==> config.mk <==
export PLATFORM = sky130hd
export DESIGN_NAME = max7219_frame_scheduler
export DESIGN_NICKNAME = d
export VERILOG_FILES = /design/src/rtl/max7219_frame_scheduler.sv
export SDC_FILE = /design/constraint.sdc
export NUM_CORES = 1
export LEC_CHECK = 0
export CORE_ASPECT_RATIO = 1.2
export CORE_MARGIN = 2
export CORE_UTILIZATION = 41
export DETAILED_ROUTE_END_ITERATION = 12
export DONT_BUFFER_PORTS = 1
export PLACE_DENSITY = 0.54
export SYNTH_ARGS = -nofsm -noshare
export SYNTH_HDL_FRONTEND = slang
export SYNTH_SLANG_ARGS = --single-unit
==> constraint.sdc <==
create_clock -name clk -period 3 [get_ports clk]
set_input_delay 0.45 -clock clk [delete_from_list [all_inputs] [get_ports clk]]
set_output_delay 0.45 -clock clk [all_outputs]
set_load 0.01 [all_outputs]
==> src/rtl/max7219_frame_scheduler.sv <==
// Shares one MAX7219 serial link between two display clients: sends the init
// words after reset, then serves round-robin 9-word frames (8 font rows + shutdown).
module max7219_frame_scheduler #(
    parameter int unsigned CLK_DIV   = 4,
    parameter logic [3:0]  INTENSITY = 4'h8
) (
    input  logic       clk,
    input  logic       rst_n,
    input  logic       req0,
    input  logic       req1,
    input  logic [3:0] glyph0,
    input  logic [3:0] glyph1,
    input  logic       en0,
    input  logic       en1,
    output logic       gnt0,
    output logic       gnt1,
    output logic       done0,
    output logic       done1,
    output logic [3:0] font_glyph,
    output logic [2:0] font_row,
    input  logic [7:0] font_data,
    output logic       busy,
    output logic       DIN,
    output logic       CS,
    output logic       SCLK
);

    localparam logic [2:0] S_INIT  = 3'd0;
    localparam logic [2:0] S_IDLE  = 3'd1;
    localparam logic [2:0] S_FRAME = 3'd2;
    localparam logic [2:0] S_SHUT  = 3'd3;
    localparam logic [2:0] S_GAP   = 3'd4;

    localparam logic [7:0] DIV_LAST = 8'(CLK_DIV - 1);
    localparam logic [5:0] HALF_GAP = 6'd32;

    function automatic logic [15:0] init_word(input logic [2:0] idx);
        logic [15:0] w;
        case (idx)
            3'd0:    w = 16'h0F00;
            3'd1:    w = 16'h0900;
            3'd2:    w = {8'h0A, 4'h0, INTENSITY};
            3'd3:    w = 16'h0B07;
            3'd4:    w = 16'h0C00;
            default: w = 16'h0000;
        endcase
        return w;
    endfunction

    logic [2:0]  r_state;
    logic [2:0]  r_word;
    logic [5:0]  r_half;
    logic [7:0]  r_div;
    logic [15:0] r_shift;
    logic        r_cs, r_sclk, r_din;
    logic [2:0]  r_row;
    logic [3:0]  r_glyph;
    logic        r_en, r_client, r_last;
    logic        r_gnt0, r_gnt1, r_done0, r_done1;

    logic        w_tick, w_pick0, w_pick1, w_grant, w_start;
    logic [2:0]  w_next_idx;
    logic [7:0]  w_next_addr;
    logic [15:0] w_load_word;
    logic [3:0]  w_font_glyph;

    assign w_tick      = (r_div == DIV_LAST);
    assign w_pick0     = req0 && (!req1 || r_last);
    assign w_pick1     = req1 && (!req0 || !r_last);
    assign w_grant     = (r_state == S_IDLE) && (w_pick0 || w_pick1);
    assign w_next_idx  = r_word + 3'd1;
    assign w_next_addr = {5'd0, w_next_idx} + 8'd1;

    // A new word starts on a grant or at the end of an inter-word gap with more to send.
    always_comb begin
        w_start = 1'b0;
        if (w_grant) begin
            w_start = 1'b1;
        end else if (r_state != S_IDLE && w_tick && r_half == HALF_GAP) begin
            w_start = (r_state == S_FRAME) || (r_state == S_INIT && r_word != 3'd4);
        end else begin
            w_start = 1'b0;
        end
    end

    // Word loaded on the start edge; font_data is sampled here, on the CS fall.
    always_comb begin
        w_load_word = 16'h0000;
        case (r_state)
            S_IDLE:  w_load_word = {8'h01, ((w_pick1 ? en1 : en0) ? font_data : 8'h00)};
            S_INIT:  w_load_word = init_word(w_next_idx);
            S_FRAME: begin
                if (r_word == 3'd7) begin
                    w_load_word = {8'h0C, 7'h00, r_en};
                end else begin
                    w_load_word = {w_next_addr, (r_en ? font_data : 8'h00)};
                end
            end
            default: w_load_word = 16'h0000;
        endcase
    end

    // Row 0 is fetched on the grant edge, so the ROM sees the prospective winner's glyph in IDLE.
    always_comb begin
        w_font_glyph = r_glyph;
        if (r_state == S_IDLE && w_pick1) begin
            w_font_glyph = glyph1;
        end else if (r_state == S_IDLE && w_pick0) begin
            w_font_glyph = glyph0;
        end else begin
            w_font_glyph = r_glyph;
        end
    end

    // Sequencer: arbitration, state flow, word framing and SCLK/DIN bit timing.
    always_ff @(posedge clk or negedge rst_n) begin
        if (!rst_n) begin
            r_state  <= S_INIT;
            r_word   <= 3'd7;       // wraps to init word 0 when the post-reset gap ends
            r_half   <= HALF_GAP;
            r_div    <= 8'd0;
            r_shift  <= 16'h0000;
            r_cs     <= 1'b1;
            r_sclk   <= 1'b0;
            r_din    <= 1'b0;
            r_row    <= 3'd0;
            r_glyph  <= 4'd0;
            r_en     <= 1'b0;
            r_client <= 1'b0;
            r_last   <= 1'b1;
            r_gnt0   <= 1'b0;
            r_gnt1   <= 1'b0;
            r_done0  <= 1'b0;
            r_done1  <= 1'b0;
        end else begin
            r_gnt0  <= 1'b0;
            r_gnt1  <= 1'b0;
            r_done0 <= 1'b0;
            r_done1 <= 1'b0;
            if (r_state == S_IDLE) begin
                r_div <= 8'd0;
                if (w_grant) begin
                    r_gnt0   <= w_pick0;
                    r_gnt1   <= w_pick1;
                    r_client <= w_pick1;
                    r_glyph  <= w_pick1 ? glyph1 : glyph0;
                    r_en     <= w_pick1 ? en1 : en0;
                    r_word   <= 3'd0;
                    r_row    <= 3'd0;
                    r_state  <= S_FRAME;
                    if (req0 && req1) begin
                        r_last <= w_pick1;
                    end else begin
                        r_last <= r_last;
                    end
                end
            end else if (!w_tick) begin
                r_div <= r_div + 8'd1;
            end else begin
                r_div <= 8'd0;
                if (r_half < 6'd31) begin
                    r_half <= r_half + 6'd1;
                    if (r_half[0]) begin
                        r_sclk  <= 1'b0;
                        r_din   <= r_shift[15];
                        r_shift <= {r_shift[14:0], 1'b0};
                    end else begin
                        r_sclk <= 1'b1;
                    end
                end else if (r_half == 6'd31) begin
                    r_half <= HALF_GAP;
                    r_sclk <= 1'b0;
                    r_cs   <= 1'b1;
                    r_din  <= 1'b0;
                    if (r_state == S_SHUT) begin
                        r_state <= S_GAP;
                        r_done0 <= !r_client;
                        r_done1 <= r_client;
                    end else if (r_state == S_FRAME && r_word != 3'd7) begin
                        r_row <= w_next_idx;
                    end
                end else begin
                    case (r_state)
                        S_INIT: begin
                            if (r_word == 3'd4) begin
                                r_state <= S_IDLE;
                            end else begin
                                r_word <= w_next_idx;
                            end
                        end
                        S_FRAME: begin
                            if (r_word == 3'd7) begin
                                r_state <= S_SHUT;
                                r_row   <= 3'd0;
                            end else begin
                                r_word <= w_next_idx;
                            end
                        end
                        default: r_state <= S_IDLE;
                    endcase
                end
            end
            if (w_start) begin
                r_cs    <= 1'b0;
                r_sclk  <= 1'b0;
                r_half  <= 6'd0;
                r_din   <= w_load_word[15];
                r_shift <= {w_load_word[14:0], 1'b0};
            end
        end
    end

    assign gnt0       = r_gnt0;
    assign gnt1       = r_gnt1;
    assign done0      = r_done0;
    assign done1      = r_done1;
    assign font_glyph = w_font_glyph;
    assign font_row   = r_row;
    assign busy       = (r_state != S_IDLE);
    assign DIN        = r_din;
    assign CS         = r_cs;
    assign SCLK       = r_sclk;

endmodule

==> qor.txt, run 1 <==
Tot GR Track Use = 18.0%
gate count of the mapped netlist = 282
worst min path class = in -> reg
CP startpoint kind = flop
number of core rows = 32
NumNets Final = 317
hold path start = req0
min Tclk post-route = 2680 ps
clock transition at the registers of the reported paths = 100 ps
post-synthesis area per instance = 9.88 sq um
worst r2r path cells = 6
vias per cell = 5.61
Final Non-Filler Cells = 371
largest net degree at the start of global routing = 52
VDD IR max = 258 uV
prevailing post-synth register cell = dfrtp_1
setup TNS = 0 ps
synth warn = 0
Core Area = 0.00649 sq mm
Pleak = 1.32 nW
Total Power = 1.26 mW
Clock Skew = 11.8 ps
Netlist cell types = 58
max_slew headroom = 52.2%
Die ar. = 0.00747 sq mm
Final Hold Viols = 0
Root Buffer = clkbuf_8
asr flop ratio synth = 100%
pwr/cell area = 421 mW/mm^2
register area share after synthesis = 46.1%
RSZ-0062 raised after global routing = no
routed wire length = 6300 um
Overflow after GRT = 0
synth top area cells = dfrtp_1 40%, mux2i_1 7.2%, dfstp_2 5.7%
Commonest cells post-synth = 45 x dfrtp_1, 26 x nor2_1, 25 x o21ai_0
Post-synth EDFFs = 0
Initial Util = 42.9%
period utilization = 89.3%
IO Pins = 37
vias in the first global route = 2085
worst slew pin tran = 713 ps
crit path kind = reg -> out
Syn Nets = 314
n_diodes = 0
initial antenna violation count = 0
clock latency on the worst-skew pair = 310 ps
reg2reg setup slack = 480 ps
routability cong. = 0.810
#FFs+latches synth = 51
IO Port Bufs = 0
R2R Path End = r_shift[10]
# DRC = 0
final setup vio count = 0
first-pass GRT wire length = 10400 um
Peak Freq = 373 MHz
r2r startpoint = r_div[0]
via count = 2081
Hold Path Cell Cnt = 2
layout cells sized above 1 = 11.5%
Arr. time, crit path = 2230 ps
Post-CTS Resized = 0
Final Slew Violations = 0
cts bufs inserted = 5
slack of the critical path = 322 ps
dpl cells = 361
Die W = 79.2 um
Syn Std Cell Area = 0.00279 sq mm
area grow syn2layout = 7.14%
CP endpoint kind = primary output
Critical Path Source = r_state[0]
Vert. Die Dim = 94.3 um
top-count cell post-synth = dfrtp_1
First-pass DRT Iterations = 4
status = finished clean
area share of the largest cell type after synthesis = 40.4%
area leader, netlist = dfrtp_1
post-DP HPWL = 4460 um
crit-path cells = nor3b_2 > nand3_1 > mux2i_1 > o21ai_0
clk buf depth = 2
first-iteration detailed-routing DRC count = 199
slowest stage delay, CP = 590 ps
Crit-path slowest cell = dfrtp_1
worst-path maximum fanout = 12
Max Cap Viol = 0
CTS tree = built
clock sink count = 51
wire per inst = 17.0 um
worst endpoint required time = 2550 ps
hold endpoint = r_last
htree depth = 2
ANT nets after route = 0
DP Worst Slack = 486 ps
==> routing by layer <==
| layer | vias up | share of wire (%) | GRT usage [%] |
|---|---|---|---|
| li1 | 1027 | - | - |
| met1 | 989 | 46 | 23.9 |
| met2 | 54 | 47 | 28.6 |
| met3 | 11 | 4.7 | 4.42 |
| met4 | 0 | 2.2 | 6.32 |
| met5 | - | 0 | 0 |
==> flip-flops by register name (all words and copies together) (netlist names), 3 cells and up <==
signal,count
r_glyph,4
r_word,3
r_state,3
r_div,8
r_half,6
r_shift,15
font_row,3
==> critical path: cells and delay by family, from the launching register on <==
kind | cells | cell delay, ps
and+or+nand+nor | 2 | 770
DFF | 1 | 590
AOI/OAI and AO/OA | 1 | 340
muxes | 1 | 210
==> cell usage in the layout, fill, tap and decap left out, types with 3 or more instances in the layout <==
cell / instances
o21a_1: 3
nand2_1: 16
nor3_1: 5
dfstp_2: 6
o21ai_0: 25
ha_1: 10
nand3_1: 16
and3_1: 3
nand4_1: 4
inv_1: 13
dfrtp_1: 45
nor2_1: 26
a32o_1: 3
mux2i_1: 20
xor2_1: 6
a31oi_1: 6
clkbuf_8: 5
buf_4: 5
and2_1: 3
a21oi_1: 14
==> per-stage QoR <==
step	hold slack (ps)	util [%]	area [sq um]
floorplan	154	-	2790
global placement	156	44.1	2860
detailed placement	157	44.1	2860
CTS	245	46.0	2980
global route	259	46.0	2980
finish	256	46.0	2980
==> power by group <==
group / switching [mW] / internal, mW
clock: 0.241 / 0.163
combinational: 0.0648 / 0.0454
sequential: 0.0283 / 0.715
==> cells by family (layout without fill, tap and decap cells) <==
kind of cell    Yosys count  count (layout)  synth area share (%)
xor+xnor                  8               8                  2.52
flops                    51              51                  46.1
fa+ha+maj                10              10                  4.49
simple gates             92              92                  17.1
buf+inv                  25              29                  4.45
compound gates           74              74                  17.3
mux                      22              22                  8.00
==> final cells by class <==
class	count	area [sq um]
clock inverter	3	20.0
timing repair buffer	7	75.1
fill	658	3500
clock buffer	5	68.8
tap	85	106
sequential	51	1280
inverter	14	52.6
multi-input combinational	206	1380
==> worst max path at each step <==
| stage | endpoint | slack, ps | cells after the start |
|---|---|---|---|
| 2_1_floorplan | r_shift[2] | 800 | 7 |
| 3_3_place_gp | r_shift[10] | 550 | 6 |
| 3_5_place_dp | r_shift[10] | 490 | 6 |
| 4_1_cts | font_glyph[0] | 340 | 4 |
| 5_1_grt | font_glyph[3] | 130 | 4 |
| 6_report | font_glyph[0] | 320 | 4 |
==> repair_timing <==
action                                 CTS  global route
hold buffers                             2             0
setup buffers                            0             0
endpoints found under the hold margin   51             0
Note: power is estimated with default switching activity, not from simulation.
==> inputs of run 2 (changes only) <==
Clock period 3 ns to 3.25 ns, I/O delays scaled along.
==> run 2 against run 1 <==
Effect of this change:
- sequential share of layout area fell by 0.23 points
- largest cell class unchanged
- critical path type unchanged
- register-to-register slack improved by 250 ps
- total power fell by 6.3%
- count of clock-buffer cells in the layout did not move
- utilization rose by 0.25 points
- non-clock buffer count rose by 1
- global-route usage fell by 0.085 points
==> qor.txt, run 2 (same netlist as run 1, synthesis figures left out) <==
status = finished clean (unchanged)
fillers = 643 (was 658)
max_slew headroom = 59.9% (was 52.2%)
Initial Util = 42.9% (unchanged)
Arr. time, crit path = 2200 ps (was 2230 ps)
Final Slew Violations = 0 (unchanged)
Die ar. = 0.00747 sq mm (unchanged)
worst min path class = in -> async (was in -> reg)
Max Cap Viol = 0 (unchanged)
final instance area = 0.00300 sq mm (was 0.00298 sq mm)
Peak Freq = 373 MHz
max reg flops = 15 (unchanged)
initial antenna violation count = 0 (unchanged)
Max Used Layer = met4 (unchanged)
Root Buffer = clkbuf_8 (unchanged)
routability cong. = 0.770 (was 0.810)
Final Non-Filler Cells = 372 (was 371)
layout cells sized above 1 = 11.5% (about the same)
Die W = 79.2 um (unchanged)
placed cell areas = 0.00286 sq mm (unchanged)
cts bufs inserted = 5 (unchanged)
Vert. Die Dim = 94.3 um (unchanged)
final setup vio count = 0 (unchanged)
commonest non-fill, non-tap cell in the layout = dfrtp_1 (unchanged)
vias in the first global route = 2110 (was 2085)
setup TNS = 0 ps (unchanged)
clock sink count = 51 (unchanged)
# DRC = 0 (unchanged)
first-iteration detailed-routing DRC count = 108 (was 199)
clock transition at the registers of the reported paths = 100 ps (about the same)
min Tclk post-route = 2680 ps
post-DP HPWL = 4460 um (about the same)
period utilization = 82.6%
vias per cell = 5.65 (was 5.61)
CP endpoint kind = primary output (unchanged)
Clock Skew = 10.5 ps (was 11.8 ps)
met2 wire len = 3110 um (was 2940 um)
worst slew pin tran = 601 ps (was 713 ps)
clock latency on the worst-skew pair = 310 ps (about the same)
NumNets Final = 318 (was 317)
CP startpoint kind = flop (unchanged)
Core Area = 0.00649 sq mm (unchanged)
htree depth = 2 (unchanged)
Pleak = 1.33 nW (was 1.32 nW)
Overflow after GRT = 0 (unchanged)
first-pass GRT wire length = 10500 um (was 10400 um)
Tot GR Track Use = 17.9% (was 18.0%)
number of core rows = 32 (unchanged)
most frequent cells in the layout = 45 x dfrtp_1, 26 x nor2_1, 25 x o21ai_0, 20 x mux2i_1 (unchanged)
area grow syn2layout = 7.73% (was 7.14%)
biggest regs = r_shift (15), r_div (8), r_half (6) (unchanged)
VDD IR max = 163 uV (was 258 uV)
First-pass DRT Iterations = 4 (unchanged)
IO Port Bufs = 0 (unchanged)
CTS tree = built (unchanged)
Final Hold Viols = 0 (unchanged)
RSZ-0062 raised after global routing = no (unchanged)
Total Power = 1.18 mW (was 1.26 mW)
wire per inst = 16.9 um (was 17.0 um)
pwr/cell area = 393 mW/mm^2 (was 421 mW/mm^2)
via count = 2102 (was 2081)
DR WL met3 = 351 um (was 298 um)
routed wire length = 6290 um (was 6300 um)
worst endpoint required time = 2760 ps (was 2550 ps)
Post-CTS Resized = 0 (unchanged)
crit path kind = reg -> out (unchanged)
ANT nets after route = 0 (unchanged)
Top reg by flops = r_shift (unchanged)
dpl cells = 361 (unchanged)
hold slack = 17.6 ps (was 256 ps)
met1 WL = 2730 um (was 2930 um)
clk buf depth = 2 (unchanged)
largest net degree at the start of global routing = 48 (was 52)
IO Pins = 37 (unchanged)
worst-path maximum fanout = 12 (unchanged)
n_diodes = 0 (unchanged)
## run 2: layout make-up
| cell class | instances | area, sq um | share of cell area (%) |
|---|---|---|---|
| multi-input cells | 206 | 1380 | 45.9 |
| clock buffers | 5 | 68.8 | 2.29 |
| clock inverters | 3 | 26.3 | 0.876 |
| well taps | 85 | 106 | 3.54 |
| inverters | 14 | 52.6 | 1.75 |
| repair buffers | 8 | 85.1 | 2.84 |
| flip-flops and latches | 51 | 1280 | 42.8 |
## run 2: layer usage
| layer | up-vias | GRT usage (%) |
|---|---|---|
| met3 | 8 | 4.62 |
| met2 | 52 | 30.4 |
| met5 | - | 0 |
| li1 | 1030 | - |
| met1 | 1012 | 22.7 |
| met4 | 0 | 4.60 |
## run 2: critical path: stages, from the launching register on
cell and delay, ps:
dfrtp_1 530, nor3b_2 460, nand3_1 360, mux2i_1 200, o21ai_0 330
## run 2: where the power goes
group / leakage [nW] / switching [mW] / internal (mW)
clock network: 0.0491 / 0.231 / 0.159
registers: 0.656 / 0.0238 / 0.660
logic: 0.629 / 0.0619 / 0.0431
total: 1.33 / 0.316 / 0.862
## run 2: timing repair
| item | 4_1_cts | 5_1_grt |
|---|---|---|
| hold buffers | 2 | 1 |
| hold endpoints to repair | 47 | 1 |
| buffers inserted | 0 | 0 |
## run 2: path summary, 6_finish.rpt
kind	to	depth (start not counted)	start	slack, ps
max in group asynchronous	r_word[2]	1	rst_n	2550
worst min register to register	done0	1	r_client	460
worst max register to register	r_word[2]	6	r_state[0]	730
worst min-delay path	r_shift[12]	1	rst_n	20
worst max-delay path	font_glyph[0]	4	r_state[0]	570
min in group clk	r_last	2	req0	300
## run 2: stage by stage
step | util (%) | worst slack (ps)
after floorplan | - | 1050
after global placement | 44.1 | 780
final | 46.3 | 566
after detailed placement | 44.1 | 767
after CTS | 46.1 | 542
after global routing | 46.3 | 348
